$ cat src/rtl/gigatron_pkg.sv
`default_nettype none
// +----------------------------------------------------------------------+
// | Package : gigatron_pkg                                               |
// | Shared constants and types for the Gigatron input-port source.       |
// | Contents: video sync bit positions, idle input byte, controller      |
// |           button bit indices, key-injection FSM state encoding.      |
// | Revision: 1.0  initial release                                       |
// +----------------------------------------------------------------------+
package gigatron_pkg;

  // Bit positions inside the core's 8-bit video port (both active-low).
  localparam int VGA_HSYNC = 6;
  localparam int VGA_VSYNC = 7;

  // Byte seen by software when nothing is pressed.
  localparam logic [7:0] INREG_IDLE = 8'hFF;

  // Controller button bit indices (active-low in the input byte).
  localparam int BTN_A      = 7;
  localparam int BTN_B      = 6;
  localparam int BTN_SELECT = 5;
  localparam int BTN_START  = 4;
  localparam int BTN_UP     = 3;
  localparam int BTN_DOWN   = 2;
  localparam int BTN_LEFT   = 1;
  localparam int BTN_RIGHT  = 0;

  // Key-injection FSM states.
  typedef enum logic [1:0] {
    KEY_IDLE    = 2'd0,
    KEY_HOLD    = 2'd1,
    KEY_RELEASE = 2'd2
  } key_state_e;

endpackage : gigatron_pkg
`default_nettype wire

$ cat src/rtl/gigatron_pad_shifter.sv
`default_nettype none
// +----------------------------------------------------------------------+
// | Module  : gigatron_pad_shifter                                       |
// | Serial game-controller model clocked by the core's sync bits.        |
// | A vsync fall loads the source word; each hsync rise during vsync low |
// | shifts one bit across; a vsync rise after 8 bits transfers the byte  |
// | to the output and pulses the frame strobe.                           |
// | Ports:                                                               |
// |   clk_i, rst_i      clock, synchronous active-high reset             |
// |   hsync_i, vsync_i  live sync bits (active-low)                      |
// |   src_word_i        word loaded at vsync fall                        |
// |   src_tag_i         tag latched with the word                        |
// |   inreg_o           byte presented to the core                       |
// |   frame_strobe_o    one-cycle pulse per complete frame               |
// |   frame_tag_o       tag of the frame just completed                  |
// | Revision: 1.0  initial release                                       |
// +----------------------------------------------------------------------+
module gigatron_pad_shifter
  import gigatron_pkg::*;
(
  input  logic       clk_i,
  input  logic       rst_i,
  input  logic       hsync_i,
  input  logic       vsync_i,
  input  logic [7:0] src_word_i,
  input  logic       src_tag_i,
  output logic [7:0] inreg_o,
  output logic       frame_strobe_o,
  output logic       frame_tag_o
);

  localparam logic [3:0] BITS_PER_FRAME = 4'd8;

  logic       hs_q, vs_q;
  logic [7:0] ctl_sr_q, ctl_sr_d;
  logic [7:0] in_sr_q, in_sr_d;
  logic [3:0] bitcnt_q, bitcnt_d;
  logic       tag_q, tag_d;
  logic [7:0] inreg_q, inreg_d;
  logic       strobe_q, strobe_d;

  logic vs_fall, vs_rise, hs_rise, shift_en;

  always_comb begin
    vs_fall  = vs_q & ~vsync_i;
    vs_rise  = ~vs_q & vsync_i;
    hs_rise  = ~hs_q & hsync_i;
    // vs_q (not the live bit) qualifies the shift so that an hsync rise in
    // the same cycle as the vsync rise still lands before the transfer.
    shift_en = hs_rise & ~vs_q & (bitcnt_q != BITS_PER_FRAME);
  end

  always_comb begin
    ctl_sr_d = ctl_sr_q;
    in_sr_d  = in_sr_q;
    bitcnt_d = bitcnt_q;
    tag_d    = tag_q;
    inreg_d  = inreg_q;
    strobe_d = 1'b0;

    if (vs_fall) begin
      // Load takes priority over any coincident hsync rise.
      ctl_sr_d = src_word_i;
      tag_d    = src_tag_i;
      in_sr_d  = 8'h00;
      bitcnt_d = 4'd0;
    end else begin
      if (shift_en) begin
        in_sr_d  = {in_sr_q[6:0], ctl_sr_q[7]};
        ctl_sr_d = {ctl_sr_q[6:0], 1'b1};
        bitcnt_d = bitcnt_q + 4'd1;
      end
      // Transfer looks at the post-shift values.
      if (vs_rise && (bitcnt_d == BITS_PER_FRAME)) begin
        inreg_d  = in_sr_d;
        strobe_d = 1'b1;
      end
    end
  end

  always_ff @(posedge clk_i) begin
    if (rst_i) begin
      hs_q     <= 1'b1;
      vs_q     <= 1'b1;
      ctl_sr_q <= INREG_IDLE;
      in_sr_q  <= 8'h00;
      bitcnt_q <= 4'd0;
      tag_q    <= 1'b0;
      inreg_q  <= INREG_IDLE;
      strobe_q <= 1'b0;
    end else begin
      hs_q     <= hsync_i;
      vs_q     <= vsync_i;
      ctl_sr_q <= ctl_sr_d;
      in_sr_q  <= in_sr_d;
      bitcnt_q <= bitcnt_d;
      tag_q    <= tag_d;
      inreg_q  <= inreg_d;
      strobe_q <= strobe_d;
    end
  end

  assign inreg_o        = inreg_q;
  assign frame_strobe_o = strobe_q;
  // The tag only changes at the next vsync fall, so it is stable while
  // the strobe for this frame is high.
  assign frame_tag_o    = tag_q;

endmodule : gigatron_pad_shifter
`default_nettype wire

$ cat src/rtl/gigatron_inreg.sv
`default_nettype none
// +----------------------------------------------------------------------+
// | Module  : gigatron_inreg                                             |
// | Input-port byte source for the Gigatron core: serial controller      |
// | model plus a host key-injection channel. An injected byte is shown   |
// | for HOLD_FRAMES complete frames, then 0xFF for RELEASE_FRAMES.       |
// | Ports:                                                               |
// |   clock, rst        core clock, synchronous active-high reset        |
// |   vga[7:0]          core video port (bit 6 hsync, bit 7 vsync)       |
// |   pad_n[7:0]        controller buttons, active-low                   |
// |   key_data[7:0]     host byte to inject                              |
// |   key_valid         host request                                     |
// |   key_ready         request accepted this cycle                      |
// |   inreg[7:0]        byte presented to the core                       |
// |   frame_strobe      one-cycle pulse per complete frame               |
// | Revision: 1.0  initial release                                       |
// +----------------------------------------------------------------------+
module gigatron_inreg
  import gigatron_pkg::*;
#(
  parameter int HOLD_FRAMES    = 3,
  parameter int RELEASE_FRAMES = 2
) (
  input  logic       clock,
  input  logic       rst,
  input  logic [7:0] vga,
  input  logic [7:0] pad_n,
  input  logic [7:0] key_data,
  input  logic       key_valid,
  output logic       key_ready,
  output logic [7:0] inreg,
  output logic       frame_strobe
);

  if ((HOLD_FRAMES < 1) || (HOLD_FRAMES > 15)) begin : g_bad_hold
    $error("gigatron_inreg: HOLD_FRAMES must be in 1..15");
  end
  if ((RELEASE_FRAMES < 1) || (RELEASE_FRAMES > 15)) begin : g_bad_release
    $error("gigatron_inreg: RELEASE_FRAMES must be in 1..15");
  end

  localparam logic [3:0] HOLD_LIM    = 4'(HOLD_FRAMES);
  localparam logic [3:0] RELEASE_LIM = 4'(RELEASE_FRAMES);

  key_state_e state_q, state_d;
  logic [3:0] fcnt_q, fcnt_d;
  logic [7:0] key_byte_q, key_byte_d;
  logic [3:0] fcnt_inc;

  logic [7:0] src_word;
  logic       src_tag;
  logic       strobe;
  logic       strobe_tag;

  // Only the sync bits of the video port are used here.
  logic unused_vga;
  assign unused_vga = ^vga[5:0];

  // Source word for the next frame load.
  always_comb begin
    src_word = pad_n;
    src_tag  = 1'b0;
    case (state_q)
      KEY_HOLD: begin
        src_word = key_byte_q;
        src_tag  = 1'b1;
      end
      KEY_RELEASE: src_word = INREG_IDLE;
      default:     src_word = pad_n;
    endcase
  end

  gigatron_pad_shifter u_shifter (
    .clk_i          (clock),
    .rst_i          (rst),
    .hsync_i        (vga[VGA_HSYNC]),
    .vsync_i        (vga[VGA_VSYNC]),
    .src_word_i     (src_word),
    .src_tag_i      (src_tag),
    .inreg_o        (inreg),
    .frame_strobe_o (strobe),
    .frame_tag_o    (strobe_tag)
  );

  assign frame_strobe = strobe;
  assign key_ready    = (state_q == KEY_IDLE);

  always_comb begin
    state_d    = state_q;
    fcnt_d     = fcnt_q;
    key_byte_d = key_byte_q;
    fcnt_inc   = fcnt_q + 4'd1;

    case (state_q)
      KEY_IDLE: begin
        if (key_valid) begin
          key_byte_d = key_data;
          fcnt_d     = 4'd0;
          state_d    = KEY_HOLD;
        end
      end
      KEY_HOLD: begin
        // Frames loaded before the key was accepted carry tag 0 and still
        // show pad_n, so they must not consume hold time.
        if (strobe && strobe_tag) begin
          if (fcnt_inc == HOLD_LIM) begin
            fcnt_d  = 4'd0;
            state_d = KEY_RELEASE;
          end else begin
            fcnt_d = fcnt_inc;
          end
        end
      end
      KEY_RELEASE: begin
        if (strobe) begin
          if (fcnt_inc == RELEASE_LIM) begin
            fcnt_d  = 4'd0;
            state_d = KEY_IDLE;
          end else begin
            fcnt_d = fcnt_inc;
          end
        end
      end
      default: begin
        fcnt_d  = 4'd0;
        state_d = KEY_IDLE;
      end
    endcase
  end

  always_ff @(posedge clock) begin
    if (rst) begin
      state_q    <= KEY_IDLE;
      fcnt_q     <= 4'd0;
      key_byte_q <= INREG_IDLE;
    end else begin
      state_q    <= state_d;
      fcnt_q     <= fcnt_d;
      key_byte_q <= key_byte_d;
    end
  end

endmodule : gigatron_inreg
`default_nettype wire

$ cat config.mk
export PLATFORM = sky130hd
export DESIGN_NAME = gigatron_inreg
export DESIGN_NICKNAME = d
export VERILOG_FILES = /design/src/rtl/gigatron_pkg.sv /design/src/rtl/gigatron_pad_shifter.sv /design/src/rtl/gigatron_inreg.sv
export SDC_FILE = /design/constraint.sdc
export NUM_CORES = 1
export LEC_CHECK = 0
export ABC_AREA = 1
export ABC_CLOCK_PERIOD_IN_PS = 2200
export CAP_MARGIN = 20
export CORE_UTILIZATION = 45
export CTS_BUF_LIST = sky130_fd_sc_hd__clkbuf_2
export DETAILED_ROUTE_END_ITERATION = 6
export GPL_TIMING_DRIVEN = 0
export PLACE_DENSITY = 0.69
export SYNTH_ARGS = -nofsm -noshare
export SYNTH_HDL_FRONTEND = slang
export SYNTH_HIERARCHICAL = 1
export SYNTH_SLANG_ARGS = --single-unit
$ cat constraint.sdc
create_clock -name clock -period 2.2 [get_ports clock]
set_clock_uncertainty 0.05 [all_clocks]
set_input_delay 0.22 -clock clock [delete_from_list [all_inputs] [get_ports clock]]
set_output_delay 0.22 -clock clock [all_outputs]
set_load 0.01 [all_outputs]
Yosys cells after proc, flatten, opt, wreduce, memory -nomap -nowiden
Cells that the tools add are included.
{"block": "word_totals", "ff_bits": 46, "latchBits": 0, "ram_bits": 0, "rom_bits": 0, "in_bits": 27, "output_inout_bits": 10, "elab_cells": 62, "n_memories": 0}
{"block": "classes", "addsub": 2, "n_mul": 0, "n_div": 0, "order_cmp": 0, "n_eq_ne": 11, "n_shift": 0, "muxes": 20, "bitwise_logic": 9, "reduce_logical": 9}
{"op": "two-way mux 4 bit", "count": 7}
{"op": "two-way mux 8 bit", "count": 3}
{"op": "case mux 8 bit (2 select lines)", "count": 1}
{"op": "case mux 4 bit (3 select lines)", "count": 1}
{"op": "two-way mux 2 bit", "count": 5}
{"op": "adder 4 x 1 -> 4 bit (second input constant)", "count": 2}
{"op": "equality test 4 x 2 -> 1 bit (second input constant)", "count": 2}
{"op": "!= test 2 bit (second input constant)", "count": 4}
{"op": "case mux 2 bit (3 select lines)", "count": 1}
{"op": "AND 1 bit", "count": 5}
{"op": "AND reduction 5 bit", "count": 1}
{"op": "equality test 4 bit (second input constant)", "count": 1}
{"op": "!= test 4 bit (second input constant)", "count": 1}
{"op": "inverter 1 bit", "count": 4}
{"op": "AND reduction 2 bit", "count": 2}
{"op": "AND reduction 3 bit", "count": 1}
{"op": "equality test 2 x 1 -> 1 bit (second input constant)", "count": 1}
{"op": "equality test 2 bit (second input constant)", "count": 1}
{"op": "logical AND 1 bit", "count": 2}
{"op": "zero test 2 bit", "count": 1}
{"op": "two-way mux 1 bit", "count": 2}
{"op": "!= test 2 x 1 -> 1 bit (second input constant)", "count": 1}
{"op": "nonzero test 2 bit", "count": 1}
{"op": "OR reduction 2 bit", "count": 1}

Logic depth before layout (Yosys ltp)
{"block": "depth", "ltp_word": 9, "ltp_mapped": 11, "depth_no_buf": 11}

Cells and area by module
The synthesis kept the hierarchy.
{"mod": "gigatron_pad_shifter", "instances": 1, "cells_each": 182, "area_each_um2": 1427.6, "seq_area_each_um2": 640.6}
{"mod": "gigatron_inreg", "instances": 1, "cells_each": 124, "area_each_um2": 840.8, "seq_area_each_um2": 280.3}

Worst setup path before layout
OpenSTA, ideal clock, no wires.
{"block": "synth_path", "path_kind": "register -> register", "from": "reg u_shifter.bitcnt_q[0]", "to": "reg u_shifter.inreg_q[0], in the netlist u_shifter/inreg_o[0]", "setup_time_ns": 0.130, "t_arrival_ns": 1.430, "required_ns": 2.020, "setup_slack_ns": 0.590, "path_stages_with_launch": 12, "path_buffers": 1, "period_less_slack_ns": 1.610, "cell_sequence": "dfxtp_1 > inv_1 > ha_1 > nand3b_4 > nand2_4 > buf_6 > nand2_2 > nand2_2 > nor2_4 > nand3_4 > nand2_1 > nand3_1"}
{"block": "synth_via", "elab_chain_len": 7, "word_cells_on_any_way": 9, "classes_between": "add/sub: 1; eq/ne: 2; mux: 3; bitwise: 1; reduce/logical: 2"}
{"element": "start, declared", "line_no": "gigatron_pad_shifter.sv:37", "rtl": "logic [3:0] bitcnt_q, bitcnt_d;"}
{"element": "start signal, assigned", "line_no": "gigatron_pad_shifter.sv:96", "rtl": "bitcnt_q <= bitcnt_d;"}
{"element": "parallel branches: the longest is 7 deep, another holds adder 4 x 1 -> 4 bit"}
{"element": "end signal, assigned", "line_no": "gigatron_pad_shifter.sv:98", "rtl": "inreg_q <= inreg_d;"}
{"element": "end, declared", "line_no": "gigatron_pad_shifter.sv:39", "rtl": "logic [7:0] inreg_q, inreg_d;"}
Several ways; the timed one is not identified. The select of a mux whose other input is x is not followed.
A chain may end at the register's enable or synchronous reset.

Worst setup path in the final report
{"block": "layout_path", "from": "reg state_q[0]", "to": "out key_ready"}
{"block": "layout_via", "elab_chain_len": 1}
{"element": "start, declared", "line_no": "gigatron_inreg.sv:45", "rtl": "key_state_e state_q, state_d;"}
{"element": "start signal, assigned", "line_no": "gigatron_inreg.sv:137", "rtl": "state_q <= state_d;"}
{"element": "zero test 2 bit", "line_no": "gigatron_inreg.sv:86", "rtl": "assign key_ready = (state_q == KEY_IDLE);"}
{"element": "end, declared", "line_no": "gigatron_inreg.sv:30", "rtl": "output logic key_ready,"}
No other way between the ends.

==> results.py <==
metrics = {
    "timing": {
        "worst_slew_pin_slew_ps": 512,
        "slew_violations": 0,
        "slew_headroom": 0.658,
        "rsz0062_at_grt": "false",
        "setup_slack_ps": 301,
        "period_minus_slack_ps": 1900,
        "fin_crit_sh": 0.863,
        "tns_ps": 0,
        "max_freq_mhz": 527,
        "setup_viol": 0,
        "hold_violations": 0,
    },
    "die": {
        "die_h_microns": 73,
        "num_rows": 25,
        "die_x_microns": 73,
        "dieArea_sq_um": 5330,
        "ios": 37,
        "initial_core_util": 0.474,
        "coreArea_sq_um": 4790,
    },
    "setup_path": {
        "worstSetupEndpointType": "output pin",
        "reg2reg_to": "u_shifter/inreg_o[5]$_SDFFE_PP1P_",
        "worstPathRequired_ps": 1930,
        "r2r_cells": 11,
        "crit_type": "reg2out",
        "r2r_setup_slack_ps": 370,
        "regToRegStartpoint": "u_shifter/bitcnt_q[0]$_SDFF_PP0_",
        "worst-path-max-fanout": 3,
        "critPathLaunchType": "register",
        "arrival_ps": 1630,
    },
    "clock_network": {
        "worst_skew_pair.late_latency_ps": 400,
        "cts_max_level": 2,
        "cts_buffers": 5,
        "cts-resized-gates": 0,
        "clkSinkCount": 46,
        "clock-root-buffer": "clkbuf_2",
        "clkTransAtPathRegs_ps": 210,
        "cts_setup_buffers": 0,
        "cts.path.max_buffers": 2,
        "tritoncts": "done",
        "hold_buffers": 0,
    },
    "worst_hold_path": {
        "holdPathEnd": "key_byte_q[3]$_SDFFE_PP1P_",
        "hold_path_class": "in2reg",
        "hold_start": "key_data[3]",
        "hold_path_depth": 3,
    },
    "placed_design": {
        "post-dp-hpwl_microns": 3340,
        "dp.cells": 403,
        "place_ws_ps": 268,
        "port_buffers": 30,
        "routabilityCongestion": 0.797,
    },
    "detailed_routing": {
        "drt-initial-drc-count": 73,
        "drt-total-wl_microns": 4450,
        "drt_pass1_iterations": 4,
        "drc": 0,
        "vias": 1963,
        "wire_per_inst_microns": 10.8,
        "detail-route-antenna-nets": 0,
        "avgViaCountPerCell": 4.78,
    },
    "synthesis": {
        "ys.flop_type": "dfxtp_1",
        "synth_seq_cells": 46,
        "yosysWarningCount": 6,
        "ys_types": 33,
        "synth_top_area_frac": 0.406,
        "synth-edff-count": 0,
        "synthArstFlopShare": 0,
        "syn_inst": 306,
        "synth_seq_area_share": 0.406,
        "syn_area_sq_um": 2270,
        "synthTopCellsByArea": "dfxtp_1 (41%), nand2_1 (14%), nand3_1 (9.0%)",
        "synth_top_area_cell": "dfxtp_1",
        "synth_nets": 341,
        "synth.avg_cell_area_sq_um": 7.41,
    },
    "power_and_ir_drop": {
        "worst_ir_drop_vdd_mv": 0.489,
        "power_mw": 2.51,
        "power_density_nw_per_um2": 914,
        "p_leak_nw": 1.25,
    },
    "grt": {
        "grt_usage": 0.185,
        "grt_max_degree": 15,
        "grt_pass1_wl_microns": 7730,
        "antenna_found_initial": 0,
        "grt_pass1_vias": 1825,
        "overflow": 0,
    },
    "job": {
        "max_cap_violations": 0,
    },
    "cells_and_area": {
        "drive_gt1_frac": 0.105,
        "synthToLayoutAreaGrowth_pct": 20.8,
        "num_antenna_cells": 0,
        "mostFrequentLayoutCells": "nand2_1 (86), dfxtp_1 (46), nand3_1 (41), inv_1 (33), clkdlybuf4s50_1 (30)",
        "layout.nets": 378,
        "n_fill_cell": 462,
        "layout_commonest_cell": "nand2_1",
        "stdcell_count": 411,
    },
    "run_status": {
        "status": "complete, no violations",
    },
}
==> synth_stat cells, types with 2 or more instances <==
| cell type | number |
|---|---|
| nor2_4 | 2 |
| o21a_1 | 4 |
| inv_2 | 4 |
| nor2_8 | 2 |
| or2_2 | 2 |
| a21oi_1 | 7 |
| o21ai_0 | 11 |
| nand2_4 | 2 |
| o21ai_1 | 5 |
| nand2_1 | 86 |
| ha_1 | 8 |
| nand4_1 | 8 |
| clkbuf_1 | 2 |
| nor2_2 | 3 |
| nand3_1 | 41 |
| dfxtp_1 | 46 |
| buf_6 | 3 |
| o2111ai_1 | 2 |
| nand2_2 | 5 |
| nor2_1 | 18 |
| inv_1 | 33 |
==> how the worst max path moves through the flow <==
stage	cells past startpoint	slack [ps]	start	endpoint
6_report	3	300	state_q[0]$_SDFFE_PP0P_	key_ready
5_1_grt	3	190	state_q[0]$_SDFFE_PP0P_	key_ready
4_1_cts	3	260	state_q[0]$_SDFFE_PP0P_	key_ready
3_5_place_dp	11	270	vga[6]	u_shifter/inreg_o[4]$_SDFFE_PP1P_
3_3_place_gp	11	290	vga[6]	u_shifter/inreg_o[2]$_SDFFE_PP1P_
2_1_floorplan	11	590	u_shifter/bitcnt_q[0]$_SDFF_PP0_	u_shifter/inreg_o[0]$_SDFFE_PP1P_
==> registers in the layout, indices dropped and copies added, names as in the netlist <==
name and count:
u_shifter/in_sr_q 8, u_shifter/hs_q 1, u_shifter/frame_tag_o 1, state_q 2, u_shifter/frame_strobe_o 1, u_shifter/inreg_o 8, u_shifter/bitcnt_q 4, u_shifter/ctl_sr_q 8
fcnt_q 4, u_shifter/vs_q 1, key_byte_q 8
==> cell families (layout without fill, tap and decap cells) <==
group,after synthesis,after routing,synth area share
flops,46,46,0.406
fa+ha+maj,8,8,0.0441
xor+xnor,2,2,0.00772
buf+inv,45,83,0.0866
compound gates,32,32,0.0816
simple gates,173,173,0.374
==> critical path, stage by stage, from the launching register on <==
cell and delay, ps:
dfxtp_1 370, inv_1 100, ha_1 210, clkdlybuf4s50_1 550
==> layer usage <==
metal	track usage	vias up	wire [microns]
li1	-	1056	-
met1	0.241	859	2190
met2	0.306	42	2010
met3	0.0373	6	185
met4	0.0588	0	60
met5	0	-	0
==> stage by stage <==
| stage | hold slack, ps | area [sq um] | utilization |
|---|---|---|---|
| final | 295 | 2740 | 0.573 |
| after CTS | 272 | 2740 | 0.573 |
| after global routing | 288 | 2740 | 0.573 |
| after detailed placement | 396 | 2650 | 0.554 |
| after floorplan | 239 | 2270 | - |
| after global placement | 392 | 2650 | 0.554 |
==> cell type report <==
class	instances	area (sq um)	share of cell area
Buffer	7	53.8	0.0196
Clock buffer	5	25.0	0.00913
Clock inverter	3	63.8	0.0233
Inverter	38	143	0.0520
Multi-Input combinational cell	215	1150	0.420
Sequential cell	46	921	0.336
Tap cell	67	83.8	0.0306
Timing Repair Buffer	30	300	0.110
==> power by group <==
part / total (mW) / switching [mW] / internal, mW
combinational: 0.945 / 0.590 / 0.354
clock: 0.562 / 0.260 / 0.302
sequential: 1.00 / 0.0631 / 0.937
Note: power is estimated with default switching activity, not from simulation.
